$ cat src/rtl/johnson_ring_decoder.sv
// rtl/johnson_ring_decoder.sv - ring/Johnson state decoder with sequence check, lock FSM and error count
// Optional JRD_DIR_DETECT_EN: adds dir output and accepts downward steps.
module johnson_ring_decoder #(
    parameter int LOCK_CNT = 3,
    parameter int ERR_W    = 8
) (
    input  logic             clk,
    input  logic             clr,
    input  logic             mode,
    input  logic [4:0]       din,
    input  logic             din_vld,
    output logic [3:0]       idx,
    output logic             idx_vld,
    output logic             illegal,
    output logic             seq_err,
    output logic             locked,
    output logic [ERR_W-1:0] err_cnt
`ifdef JRD_DIR_DETECT_EN
    ,
    output logic             dir
`endif
);

    typedef enum logic {HUNT, LOCKED} state_t;

    localparam logic [3:0] LOCK_Q = 4'(LOCK_CNT);

    state_t           state_q;
    logic [3:0]       idx_q;
    logic             idx_vld_q;
    logic             illegal_q;
    logic             seq_err_q;
    logic [ERR_W-1:0] err_cnt_q;
    logic [3:0]       prev_q;
    logic             prev_vld_q;
    logic             mode_q;
    logic [3:0]       good_q;

    logic             code_ok;
    logic [3:0]       code_idx;
    logic [3:0]       last_idx;
    logic [3:0]       succ_idx;
    logic [3:0]       good_d;
    logic             step_ok;

    always_comb begin
        code_ok  = 1'b1;
        code_idx = 4'd0;
        if (!mode) begin
            case (din)
                5'b00001: code_idx = 4'd0;
                5'b00010: code_idx = 4'd1;
                5'b00100: code_idx = 4'd2;
                5'b01000: code_idx = 4'd3;
                5'b10000: code_idx = 4'd4;
                default:  code_ok  = 1'b0;
            endcase
        end else begin
            case (din)
                5'b00000: code_idx = 4'd0;
                5'b00001: code_idx = 4'd1;
                5'b00011: code_idx = 4'd2;
                5'b00111: code_idx = 4'd3;
                5'b01111: code_idx = 4'd4;
                5'b11111: code_idx = 4'd5;
                5'b11110: code_idx = 4'd6;
                5'b11100: code_idx = 4'd7;
                5'b11000: code_idx = 4'd8;
                5'b10000: code_idx = 4'd9;
                default:  code_ok  = 1'b0;
            endcase
        end
    end

    assign last_idx = mode ? 4'd9 : 4'd4;
    assign succ_idx = (prev_q == last_idx) ? 4'd0 : prev_q + 4'd1;
    assign good_d   = (good_q >= LOCK_Q) ? good_q : good_q + 4'd1;

`ifdef JRD_DIR_DETECT_EN
    logic [3:0] pred_idx;
    logic       dir_q;
    logic       dir_d;
    logic       dir_free;

    assign pred_idx = (prev_q == 4'd0) ? last_idx : prev_q - 4'd1;
    // Direction is only open until the first correct step of a hunt.
    assign dir_free = (state_q == HUNT) && (good_q == 4'd0);

    always_comb begin
        dir_d   = dir_q;
        step_ok = 1'b0;
        if (dir_free) begin
            step_ok = (code_idx == succ_idx) || (code_idx == pred_idx);
            dir_d   = (code_idx != succ_idx);
        end else begin
            step_ok = dir_q ? (code_idx == pred_idx) : (code_idx == succ_idx);
        end
    end

    always_ff @(posedge clk) begin
        if (!clr) begin
            dir_q <= 1'b0;
        end else if (din_vld && code_ok && prev_vld_q && (mode == mode_q) && step_ok) begin
            dir_q <= dir_d;
        end
    end

    assign dir = dir_q;
`else
    assign step_ok = (code_idx == succ_idx);
`endif

    always_ff @(posedge clk) begin
        if (!clr) begin
            state_q    <= HUNT;
            idx_q      <= 4'd0;
            idx_vld_q  <= 1'b0;
            illegal_q  <= 1'b0;
            seq_err_q  <= 1'b0;
            err_cnt_q  <= '0;
            prev_q     <= 4'd0;
            prev_vld_q <= 1'b0;
            mode_q     <= 1'b0;
            good_q     <= 4'd0;
        end else if (din_vld) begin
            mode_q    <= mode;
            illegal_q <= 1'b0;
            seq_err_q <= 1'b0;
            if (!code_ok) begin
                illegal_q  <= 1'b1;
                idx_vld_q  <= 1'b0;
                prev_vld_q <= 1'b0;
                good_q     <= 4'd0;
                state_q    <= HUNT;
                if (err_cnt_q != {ERR_W{1'b1}}) err_cnt_q <= err_cnt_q + ERR_W'(1);
            end else begin
                idx_q      <= code_idx;
                idx_vld_q  <= 1'b1;
                prev_q     <= code_idx;
                prev_vld_q <= 1'b1;
                // A mode switch restarts the hunt without blaming the sender.
                if (!prev_vld_q || (mode != mode_q)) begin
                    good_q  <= 4'd0;
                    state_q <= HUNT;
                end else if (step_ok) begin
                    good_q <= good_d;
                    if (good_d == LOCK_Q) state_q <= LOCKED;
                end else begin
                    seq_err_q <= 1'b1;
                    good_q    <= 4'd0;
                    state_q   <= HUNT;
                    if (err_cnt_q != {ERR_W{1'b1}}) err_cnt_q <= err_cnt_q + ERR_W'(1);
                end
            end
        end else begin
            illegal_q <= 1'b0;
            seq_err_q <= 1'b0;
        end
    end

    assign idx     = idx_q;
    assign idx_vld = idx_vld_q;
    assign illegal = illegal_q;
    assign seq_err = seq_err_q;
    assign locked  = (state_q == LOCKED);
    assign err_cnt = err_cnt_q;

endmodule
$ cat config.mk
export PLATFORM = sky130hd
export DESIGN_NAME = johnson_ring_decoder
export DESIGN_NICKNAME = d
export VERILOG_FILES = /design/src/rtl/johnson_ring_decoder.sv
export SDC_FILE = /design/constraint.sdc
export NUM_CORES = 1
export LEC_CHECK = 0
export CORE_MARGIN = 4
export CORE_UTILIZATION = 45
export CTS_CLUSTER_SIZE = 30
export DETAILED_ROUTE_END_ITERATION = 12
export GPL_TIMING_DRIVEN = 0
export PLACE_DENSITY = 0.71
export SLEW_MARGIN = 5
export SYNTH_ARGS = -nofsm -noshare
export SYNTH_HDL_FRONTEND = slang
export SYNTH_SLANG_ARGS = --single-unit
$ cat constraint.sdc
create_clock -name clk -period 4.55 [get_ports clk]
set_input_delay 0.455 -clock clk [delete_from_list [all_inputs] [get_ports clk]]
set_output_delay 0.455 -clock clk [all_outputs]
set_load 0.03 [all_outputs]
==> metrics.md <==
| Metric | Value |
|---|---|
| Max_cap viols | 0 |
| RSZ-0062 raised after global routing | false |
| Worst path bufs/invs | 3 |
| CP cell instances | clkdlybuf4s50_1, buf_4, and3_1, o21ai_0, nand3b_1, o2bb2ai_2, o221ai_1, clkbuf_1, or3b_2, a21oi_1 |
| Status | completed |
| Clock insertion delay at the later pin of the skew report | 310 ps |
| Slew HR | 61.7% |
| Root Buffer | clkbuf_4 |
| Yosys cell types | 47 |
| Top cells by count, synth | dfxtp_1, nor2_1, a21oi_1 |
| First-pass GRT wire length | 5640 um |
| Syn. warnings | 0 |
| DR DRC count | 0 |
| CTS tree | done |
| DP HPWL | 2430 um |
| Via/cell ratio | 5.96 |
| RR Startpoint | prev_q[2]$_SDFFE_PN0P_ |
| CTS H-tree lvls | 1 |
| Cell taking the most area after synthesis | dfxtp_1 |
| Crit path max-delay family | buffers and inverters |
| Synth area leaders | dfxtp_1, mux2i_1, a21oi_1, nor2_1, nand3_1 |
| Top layer in use | met4 |
| R2R setup slack | 2110 ps |
| Die area | 4020 um2 |
| Crit start category | input pin |
| Share of the synthesized area in the top cell type | 30.5% |
| Fin crit period | 2820 ps |
| Total inserted antenna cells | 0 |
| Fill count | 283 |
| Share of cells above drive strength 1 | 8.81% |
| Setup Buffers After CTS | 0 |
| Worst r2r path cells | 8 |
| Placed cells | 220 |
| Leakage | 0.615 nW |
| Arrival time worst endpoint | 3060 ps |
| Cells after Synth | 167 |
| Hold EP | good_q[3]$_SDFFE_PN0P_ |
| Initial DRC count | 79 |
| Top-count cell post-synth | dfxtp_1 |
| Drt total wl | 3230 um |
| Layout area overhead | 20.8% |
| Die W | 63.4 um |
| M1 WL | 1540 um |
| Reg2reg end | good_q[0]$_SDFFE_PN0P_ |
| Initial core utilization | 48.4% |
| Final setup vio count | 0 |
| Crit-path max cell delay | 500 ps |
| Most used DFF post-synth | dfxtp_1 |
| Final Hold Vio Count | 0 |
| Setup tns final | 0 ps |
| Largest net degree at the start of global routing | 13 |
| Rows | 19 |
| Vias in the first global route | 1221 |
| Data required, critical path | 4790 ps |
| Register area share after synthesis | 30.5% |
| CTS sink cnt | 21 |
| Slowest cell on crit path | clkdlybuf4s50_1 |
| Post-DRT Antenna Nets | 0 |
| Worst-Margin Slew | 569 ps |
| Finished Layout Cells | 224 |
| Post-Syn Area | 1380 um2 |
| Crit path kind | input pin to flip-flop |
| Number of buffers created by CTS | 3 |
| # resized after CTS | 0 |
| CP max FO | 10 |
| Pwr per Cell Area | 216 nW/um2 |
| Syn_nets | 179 |
| Final nets | 206 |
| Startpoint of the worst hold path | good_q[3]$_SDFFE_PN0P_ |
| Worst hold-check path type | flip-flop to flip-flop |
| Layout Skew | 12.1 ps |
| Buffers added on ports | 22 |
| Io pins | 25 |
| Post-synth EDFFs | 0 |
| Syn_area_per_cell | 8.26 um2 |
| Core Area | 2850 um2 |
| Gr usage total | 16.9% |
| Pre-antenna DRT Iters | 4 |
| Final cycle utilization of the critical path | 62.0% |
| Met3 routed wirelength | 146 um |
| Maximum vdd drop | 0.000113 V |
| RD Place Congestion | 0.853 |
| Fraction of registers with async set or reset after synthesis | 0% |
| CTS Hold Bufs | 0 |
| Initial antenna violation count | 0 |
| Clock Pin Slew Worst Setup and Hold Paths | 130 ps |
| Cells on Worst Hold Path | 2 |
| Met2 wire length | 1530 um |
| Via count | 1334 |
| Fin util | 58.4% |
| Die H | 63.4 um |
| Total gr overflow | 0 |
| Slew Viols, Final | 0 |
| F_max | 354 MHz |
| FF+latch count, synth | 21 |
| Critical Path Start | din[1] |
| Avg WL per Cell | 14.4 um |
| Crit. End Element | flip-flop |
| Maximum clock path buffer count | 2 |
-- power breakdown --
group	switching, mW	internal, mW
combinational	0.0437	0.0327
clock	0.0588	0.0328
sequential	0.00449	0.187
-- layout by cell type, fill, tap and decap left out, drive strengths merged, types with 3 or more instances in the layout --
cell	n
o22ai	3
o31ai	5
mux2i	7
or4	6
o21ai	6
dfxtp	21
nor3b	3
a21oi	12
nand3	9
nand2b	4
buf	7
xor2	3
nand2	11
clkbuf	7
nor3	3
and3	5
nor2	13
ha	3
clkdlybuf4s50	22
xnor2	4
inv	5
nor4	4
-- per-stage QoR --
step | hold slack [ps] | setup WS [ps] | total power [mW] | instance area [um2]
floorplan | 418 | 2190 | 0.248 | 1380
global placement | 433 | 1490 | 0.270 | 1640
detailed placement | 441 | 1450 | 0.272 | 1640
CTS | 458 | 1770 | 0.363 | 1670
global route | 486 | 1510 | 0.383 | 1670
finish | 453 | 1730 | 0.360 | 1670
-- sequential cells by signal, summed over array words and instances, names as in the netlist --
signal	flops
err_cnt	8
prev_vld_q	1
locked	1
good_q	4
mode_q	1
prev_q	4
seq_err	1
illegal	1
-- layout make-up --
type	count	area, um2	share of cell area (%)
buffer	11	65.1	3.90
sequential	21	420	25.2
multi-input combinational	130	876	52.6
inverter	5	18.8	1.13
clock inverter	1	5.00	0.300
timing repair buffer	22	220	13.2
tap	31	38.8	2.33
clock buffer	3	22.5	1.35
-- layer usage --
metal	vias to the layer above	GRT usage [%]
li1	677	-
met1	615	22.3
met2	38	28.3
met3	4	2.66
met4	0	4.85
met5	-	0
-- worst max path at each step --
stage                                    to  slack (ps)  cells past startpoint
floorplan           err_cnt[4]$_SDFFE_PN0P_        2190                      7
detailed placement  err_cnt[1]$_SDFFE_PN0P_        1450                     10
global placement    err_cnt[1]$_SDFFE_PN0P_        1490                     10
CTS                 err_cnt[1]$_SDFFE_PN0P_        1770                     10
finish              err_cnt[1]$_SDFFE_PN0P_        1730                     10
global route        err_cnt[1]$_SDFFE_PN0P_        1510                     10
-- cells by family (layout without fill, tap and decap cells) --
kind of cell	after synthesis	count (layout)	share of synthesized area (%)
multiplexers	7	7	5.08
AND/OR/NAND/NOR	74	74	31.8
flip-flops	21	21	30.5
buffers and inverters	16	42	6.07
adder cells (fa/ha/maj)	3	3	2.72
XOR/XNOR	7	7	4.44
AO/OA/AOI/OAI	39	39	19.4
-- worst min-delay path, stage by stage (launching register included) --
cell and delay [ps]:
dfxtp_1 340, nand2_1 60, nor2_1 30
No activity file was read; power rests on OpenSTA's default activity.
